===== src/rtl/uart_rx_cfg.sv =====
// Purpose: configurable UART receiver (5..9 data bits, none/even/odd parity, 1..2 stop bits) with synchroniser and false-start rejection.
// Latency: strobe H+(W+P+STOP_BITS)*CPB+1 cycles after the first synchronised low start cycle (+2 cycles from the pin).
// Backpressure: none; the word and flags hold until the next frame completes and must be taken on the strobe.
module uart_rx_cfg #(
  parameter int CLOCK_PER_BIT = 434,
  parameter int DATAWIDTH_BUS = 8,
  parameter int PARITY_MODE   = 0,
  parameter int STOP_BITS     = 1,
  parameter int STATE_SIZE    = 3
) (
  input  logic                     UART_RX_CFG_CLOCK_50,
  input  logic                     UART_RX_CFG_RESET_InLow,
  input  logic                     UART_RX_CFG_rx_InLow,
  output logic                     UART_RX_CFG_newData_Out,
  output logic [DATAWIDTH_BUS-1:0] UART_RX_CFG_data_Out,
  output logic                     UART_RX_CFG_parityError_Out,
  output logic                     UART_RX_CFG_frameError_Out,
  output logic                     UART_RX_CFG_busy_Out
);

  localparam int HALF  = CLOCK_PER_BIT / 2;
  localparam int CNT_W = $clog2(CLOCK_PER_BIT);
  localparam int IDX_W = $clog2(DATAWIDTH_BUS);

  localparam logic [CNT_W-1:0] HALF_LAST = CNT_W'(HALF - 1);
  localparam logic [CNT_W-1:0] BIT_LAST  = CNT_W'(CLOCK_PER_BIT - 1);
  localparam logic [IDX_W-1:0] IDX_LAST  = IDX_W'(DATAWIDTH_BUS - 1);
  localparam logic             STOP_LAST = 1'(STOP_BITS - 1);

  typedef enum logic [STATE_SIZE-1:0] {
    IDLE    = STATE_SIZE'(0),
    START   = STATE_SIZE'(1),
    DATA    = STATE_SIZE'(2),
    PARITY  = STATE_SIZE'(3),
    STOP    = STATE_SIZE'(4),
    CLEANUP = STATE_SIZE'(5)
  } state_t;

  state_t                   state;
  logic                     rxMeta, rxSync, rxPrev;
  logic [CNT_W-1:0]         bitCount;
  logic [IDX_W-1:0]         bitIndex;
  logic                     stopIndex;
  logic [DATAWIDTH_BUS-1:0] shiftData;
  logic                     pendParity, pendFrame;
  logic                     newData, parityError, frameError, busy;
  logic [DATAWIDTH_BUS-1:0] dataReg;

  logic startEdge, stopErr, parityXor, parityErrNow;

  // Start is a falling edge of the synchronised line, so a held-low line (break) never retriggers.
  assign startEdge    = rxPrev & ~rxSync;
  // Framing error accumulates over all stop bits of the frame.
  assign stopErr      = pendFrame | ~rxSync;
  assign parityXor    = (^shiftData) ^ rxSync;
  assign parityErrNow = (PARITY_MODE == 2) ? ~parityXor : parityXor;

  // Two-flop synchroniser plus one delayed copy for edge detection; all idle-high out of reset.
  always_ff @(posedge UART_RX_CFG_CLOCK_50 or negedge UART_RX_CFG_RESET_InLow) begin
    if (!UART_RX_CFG_RESET_InLow) begin
      rxMeta <= 1'b1;
      rxSync <= 1'b1;
      rxPrev <= 1'b1;
    end else begin
      rxMeta <= UART_RX_CFG_rx_InLow;
      rxSync <= rxMeta;
      rxPrev <= rxSync;
    end
  end

  // Frame FSM: mid-bit sampling, shift LSB first, registered strobe/word/flags loaded on the final stop sample.
  always_ff @(posedge UART_RX_CFG_CLOCK_50 or negedge UART_RX_CFG_RESET_InLow) begin
    if (!UART_RX_CFG_RESET_InLow) begin
      state       <= IDLE;
      bitCount    <= '0;
      bitIndex    <= '0;
      stopIndex   <= 1'b0;
      shiftData   <= '0;
      pendParity  <= 1'b0;
      pendFrame   <= 1'b0;
      newData     <= 1'b0;
      dataReg     <= '0;
      parityError <= 1'b0;
      frameError  <= 1'b0;
      busy        <= 1'b0;
    end else begin
      newData <= 1'b0;
      case (state)
        IDLE: begin
          if (startEdge) begin
            state    <= START;
            bitCount <= '0;
            busy     <= 1'b1;
          end
        end
        START: begin
          if (bitCount == HALF_LAST) begin
            bitCount <= '0;
            if (rxSync) begin
              // Line back high at mid start bit: glitch, drop it silently.
              state <= IDLE;
              busy  <= 1'b0;
            end else begin
              state      <= DATA;
              bitIndex   <= '0;
              pendParity <= 1'b0;
              pendFrame  <= 1'b0;
            end
          end else begin
            bitCount <= bitCount + CNT_W'(1);
          end
        end
        DATA: begin
          if (bitCount == BIT_LAST) begin
            bitCount  <= '0;
            shiftData <= {rxSync, shiftData[DATAWIDTH_BUS-1:1]};
            if (bitIndex == IDX_LAST) begin
              state     <= (PARITY_MODE != 0) ? PARITY : STOP;
              stopIndex <= 1'b0;
            end else begin
              bitIndex <= bitIndex + IDX_W'(1);
            end
          end else begin
            bitCount <= bitCount + CNT_W'(1);
          end
        end
        PARITY: begin
          if (bitCount == BIT_LAST) begin
            bitCount   <= '0;
            pendParity <= parityErrNow;
            state      <= STOP;
            stopIndex  <= 1'b0;
          end else begin
            bitCount <= bitCount + CNT_W'(1);
          end
        end
        STOP: begin
          if (bitCount == BIT_LAST) begin
            bitCount <= '0;
            if (stopIndex == STOP_LAST) begin
              state       <= CLEANUP;
              newData     <= 1'b1;
              dataReg     <= shiftData;
              parityError <= pendParity;
              frameError  <= stopErr;
            end else begin
              pendFrame <= stopErr;
              stopIndex <= 1'b1;
            end
          end else begin
            bitCount <= bitCount + CNT_W'(1);
          end
        end
        CLEANUP: begin
          // A start edge landing here belongs to a back-to-back frame; take it now.
          if (startEdge) begin
            state    <= START;
            bitCount <= '0;
          end else begin
            state <= IDLE;
            busy  <= 1'b0;
          end
        end
        default: begin
          state <= IDLE;
          busy  <= 1'b0;
        end
      endcase
    end
  end

  assign UART_RX_CFG_newData_Out     = newData;
  assign UART_RX_CFG_data_Out        = dataReg;
  assign UART_RX_CFG_parityError_Out = parityError;
  assign UART_RX_CFG_frameError_Out  = frameError;
  assign UART_RX_CFG_busy_Out        = busy;

endmodule


===== config.mk =====
export PLATFORM = sky130hd
export DESIGN_NAME = uart_rx_cfg
export DESIGN_NICKNAME = d
export VERILOG_FILES = /design/src/rtl/uart_rx_cfg.sv
export SDC_FILE = /design/constraint.sdc
export NUM_CORES = 1
export LEC_CHECK = 0
export BUFFER_PORTS_ARGS = -buffer_cell sky130_fd_sc_hd__buf_2
export CORE_ASPECT_RATIO = 0.75
export CORE_MARGIN = 2
export CORE_UTILIZATION = 30
export CTS_BUF_LIST = sky130_fd_sc_hd__clkbuf_8
export CTS_CLUSTER_SIZE = 28
export DETAILED_ROUTE_END_ITERATION = 12
export GPL_TIMING_DRIVEN = 0
export PLACE_DENSITY = 0.55
export RECOVER_POWER = 100
export SYNTH_ARGS = -nofsm -noshare
export SYNTH_HDL_FRONTEND = slang
export SYNTH_SLANG_ARGS = --single-unit

===== constraint.sdc =====
create_clock -name UART_RX_CFG_CLOCK_50 -period 3.2 [get_ports UART_RX_CFG_CLOCK_50]
set_clock_uncertainty 0.2 [all_clocks]
set_input_delay 0.48 -clock UART_RX_CFG_CLOCK_50 [delete_from_list [all_inputs] [get_ports UART_RX_CFG_CLOCK_50]]
set_output_delay 0.48 -clock UART_RX_CFG_CLOCK_50 [all_outputs]
set_load 0.01 [all_outputs]

**Yosys cells after proc, flatten, opt, wreduce, memory -nomap -nowiden**

Index checks and enable logic that the tools add are counted.
W data, S select, Z words.

- Add/subtract/negate cells: 2
- Equal/unequal tests: 21
- Mux-type cells: 40
- Bitwise gates (word level): 6
- Reduce and logical (&&, ||, !) cells: 18

Operators by type and width:

| operator | count |
|---|---|
| $mux W3 | 11 |
| $mux W9 | 3 |
| $pmux W9 S3 | 1 |
| $ne A2 B2 Y1 const B | 12 |
| $reduce_and A5 Y1 | 4 |
| $mux W1 | 18 |
| $pmux W3 S6 | 1 |
| $add A9 B1 Y9 const B | 1 |
| $eq A3 B3 Y1 const B | 3 |
| $eq A9 B8 Y1 const B | 1 |
| $eq A9 B9 Y1 const B | 1 |
| $reduce_xor A8 Y1 | 1 |
| $reduce_and A7 Y1 | 1 |
| $eq A3 B2 Y1 const B | 2 |
| $pmux W3 S2 | 1 |
| $reduce_bool A2 Y1 | 3 |
| $reduce_bool A3 Y1 | 2 |
| $pmux W1 S2 | 2 |
| $pmux W1 S4 | 1 |
| $reduce_and A2 Y1 | 2 |
| $reduce_and A4 Y1 | 1 |
| $add A3 B1 Y3 const B | 1 |
| $eq A3 B1 Y1 const B | 1 |
| $logic_not A3 Y1 | 1 |
| 10 further kinds | 12 |

- Flip-flop bits (word level): 41
- Input port bits: 3
- Output and inout port bits: 12
- Logic and storage cells: 102

**Depth between registers and ports, before layout**

- Depth after elaboration: 5
- Gate-level depth with buffers: 8
- Gate-level depth less buffers: 7

**Least setup slack after synthesis**

Ideal clock, no wire load.

- Path kind: reg-to-reg
- From: register bitCount[1]
- To: register dataReg[2] (netlist: UART_RX_CFG_data_Out[2])
- Library setup time: 125 ps
- Arrival time: 1734 ps
- Slack: 1141 ps
- Cell stages (with the launch flop): 8
- Buffers on the path: 1
- Period minus slack after synthesis: 2059 ps
- Cells stage by stage: dfrtp_1 > inv_1 > ha_1 > nand4b_1 > nand2b_1 > nor3_1 > buf_4 > mux2_2

- Longest elaborated chain between the ends: 2

RTL lines:

| item | RTL line | text |
|---|---|---|
| start, declared | 41 | `logic [CNT_W-1:0] bitCount;` |
| start signal, assigned | 110 | `bitCount <= bitCount + CNT_W'(1);` |
| start signal, assigned | 124 | `bitCount <= bitCount + CNT_W'(1);` |
| start signal, assigned | 134 | `bitCount <= bitCount + CNT_W'(1);` |
| $eq A9 B9 Y1 | 138 | `if (bitCount == BIT_LAST) begin` |
| $reduce_and A3 Y1 (no source line) | - |  |
| end signal, assigned | 143 | `dataReg <= shiftData;` |
| end, declared | 47 | `logic [DATAWIDTH_BUS-1:0] dataReg;` |

No other way between the ends.
A chain may end at the register's enable or synchronous reset.

**Worst setup path in the final report**

- From: register bitCount[1]
- To: register dataReg[7] (netlist: UART_RX_CFG_data_Out[7])

The elaborated chain is that of the path after synthesis.

==> impl_metrics.yaml <==
worst_setup_path:
  cp_max_fo: 10
  arrival_ns: 2.65
  start_kind: "register"
  cp_top_family: "simple AND/OR/NAND/NOR gates"
  crit_required_ns: 3.18
  critPathSlowestCell: "clkbuf_1"
  crit_chain: "inv_1 -> ha_1 -> nand4b_1 -> nand2b_1 -> nor3_1 -> clkbuf_1 -> mux2_2"
  worstSetupPathType: "reg -> reg"
  cp.depth: 7
  worst-path-buf-inv: 2
  r2r_cells: 7
  max_stage_delay_ns: 0.49
  worstSetupEndpointType: "register"
floorplan:
  fp.dieW_um: 100
  num_io_pins: 15
  fp.dieH_um: 76.3
  dieArea_um2: 7670
  start_util_pct: 30.8
  core-area_um2: 6800
  rows: 26
clocking:
  clock_latency_ns: 0.29
  cts_resized: 0
  cts.clk_slew.worst_paths_ns: 0.08
  cts_made_buffers: 5
  cts-root-buf: "clkbuf_8"
  post_cts_buffers: 0
  cts_sinks: 40
  cts_hold_buf: 0
  htree_levels: 2
  cts_tree: "done"
  max-clock-path-buffers: 2
routing:
  drt_pass1_iterations: 4
  drc_errors: 0
  drt_iter0_drc: 76
  drt-total-wl_um: 4080
  wire_per_inst_um: 14.1
  ant_nets: 0
  vias: 1463
  routed_via_density: 5.04
sta:
  max_freq_ghz: 0.375
  rsz0062_at_grt: "no"
  hold_violations: 0
  max_slew_margin_pct: -42.9
  tns_ns: 0
  setup_viol: 0
  worst_pin_slew_ns: 2.14
  drv_slew: 41
  period_share_pct: 83.3
  min_period_ns: 2.66
layout:
  nFillCells: 690
  nNetsFinal: 213
  layout_common_cells: "dfrtp_1, mux2_2, clkbuf_1"
  area_delta_synth_final_pct: 12.0
  layout_commonest_cell: "dfrtp_1"
  drive_gt1_share_pct: 19.9
  antennaDiodeCount: 0
  final_area_um2: 2340
place:
  place_area_um2: 2270
  hpwl_um: 2860
  io_buffers: 14
  place.gp.congestion: 0.763
power_and_ir_drop:
  pwr-share-seq_pct: 43.1
  internal-power_w: 0.000997
  switchingPower_w: 0.000445
  comb_power_share_pct: 25.4
  clkPwrFrac_pct: 31.5
  swShare_pct: 30.8
  leakage_nw: 1.08
  pwr_density_cell_nw_per_um2: 615
  ir_worst_vdd_mv: 0.211
  finalPower_w: 0.00144
grt:
  track_usage_pct: 12.0
  grt_pass1_vias: 1381
  grt_max_degree: 41
  gr-total-overflow: 0
  grt_pass1_wl_um: 7110
  antenna_found_initial: 0
job:
  drv_cap: 1
logic_synthesis:
  yosysUniqueCellTypes: 47
  synth_top_flop_cell: "dfrtp_1"
  avgSynthCellArea_um2: 11.4
  synth_edf_count: 0
  synthArstFlopShare_pct: 100
  syn_area_um2: 2090
  ys_ff_latch: 40
  seq_area_frac_synth_pct: 48.0
  syn-num-nets: 192
  yosys_warnings: 0
  netlist_instances: 184
status:
  status: "finished, violations left"
  violations: "max-capacitance violations, max-slew violations"
min_path:
  hold_class: "in -> reg"
  hold_depth: 1
-- worst reg2reg max path, delay by kind of cell (launching register included) --
kind	cells	cell delay [ns]
adder cells (fa/ha/maj)	1	0.15
flip-flops	1	0.42
AND/OR/NAND/NOR	3	0.79
multiplexers	1	0.40
buffers and inverters	2	0.60
-- layer usage --
layer	GRT usage (%)	routed length, um	vias to the layer above
met5	0	0	-
met4	4.38	68	0
met3	3.85	215	6
met2	14.2	1570	31
met1	19.4	2220	716
li1	-	-	710
-- final timing paths --
path                                    startpoint                       to  slack [ns]
max in group asynchronous  UART_RX_CFG_RESET_InLow              bitCount[3]        0.97
min in group asynchronous  UART_RX_CFG_RESET_InLow                 state[1]        0.60
setup reg to reg                       bitCount[1]  UART_RX_CFG_data_Out[7]        0.54
setup / recovery                       bitCount[1]  UART_RX_CFG_data_Out[7]        0.54
hold reg to reg                             rxMeta                   rxSync        0.16
hold / removal                UART_RX_CFG_rx_InLow                   rxMeta        0.08
-- sequential cells by signal (all words and copies together), names as in the netlist --
register and flops:
bitIndex 3, UART_RX_CFG_newData_Out 1, shiftData 8, UART_RX_CFG_busy_Out 1, UART_RX_CFG_data_Out 8, state 3, pendFrame 1, bitCount 9
pendParity 1, rxPrev 1, rxSync 1, rxMeta 1, UART_RX_CFG_frameError_Out 1, UART_RX_CFG_parityError_Out 1
-- synthesized netlist by cell type (all sizes together) (2+ instances only) --
master | instances | area share [%]
dfrtp | 37 | 44
mux2 | 19 | 10
o21ai | 14 | 3.3
nand2 | 10 | 1.8
nor2 | 9 | 1.6
inv | 8 | 1.4
nor3 | 8 | 1.9
buf | 7 | 3.0
nand3 | 6 | 1.4
a31oi | 5 | 1.5
ha | 5 | 3.0
nand2b | 5 | 1.9
xnor2 | 5 | 2.1
a21boi | 3 | 1.3
a22o | 3 | 1.3
and3 | 3 | 0.90
dfstp | 3 | 3.8
nor2b | 3 | 0.90
and2b | 2 | 0.84
nand4 | 2 | 0.60
nor3b | 2 | 0.72
o22ai | 2 | 0.60
or3 | 2 | 0.60
or4 | 2 | 0.72
-- through the flow --
stage | std cells | hold WS (ns) | util, % | setup slack (ns)
after floorplan | 184 | -0.0156 | - | 1.14
after global placement | 282 | 0.146 | 33.4 | 0.838
after detailed placement | 282 | 0.148 | 33.4 | 0.792
after CTS | 290 | 0.0745 | 35.2 | 0.766
after global routing | 290 | 0.0652 | 34.5 | 0.341
final | 290 | 0.0812 | 34.5 | 0.536
-- area by class of cell --
class                           instances  area [um2]  share of cell area [%]
Buffer                                  8        56.3                    2.40
Sequential cell                        40        1000                    42.8
Timing Repair Buffer                   14        53.8                    2.29
Clock inverter                          1        30.0                    1.28
Multi-Input combinational cell        128         968                    41.3
Tap cell                               84         105                    4.48
Inverter                                8        30.0                    1.28
Clock buffer                            7        96.3                    4.11
-- power by group through the flow --
stage | Sequential [W] | Clock (W) | Combinational (W)
final | 0.000621 | 0.000454 | 0.000367
after global routing | 0.000632 | 0.000493 | 0.000417
after CTS | 0.000621 | 0.000467 | 0.000377
after detailed placement | 0.000630 | 0 | 0.000375
after global placement | 0.000628 | 0 | 0.000370
after floorplan | 0.000617 | 0 | 0.000295
-- cell families after synthesis --
group / count (synthesis) / synth area share [%]
compound gates: 38 / 13.8
buf+inv: 16 / 4.84
flops: 40 / 48.0
fa+ha+maj: 5 / 2.99
simple gates: 58 / 16.1
xor+xnor: 7 / 3.59
mux: 20 / 10.7
Power figures use the tool's default switching activity.
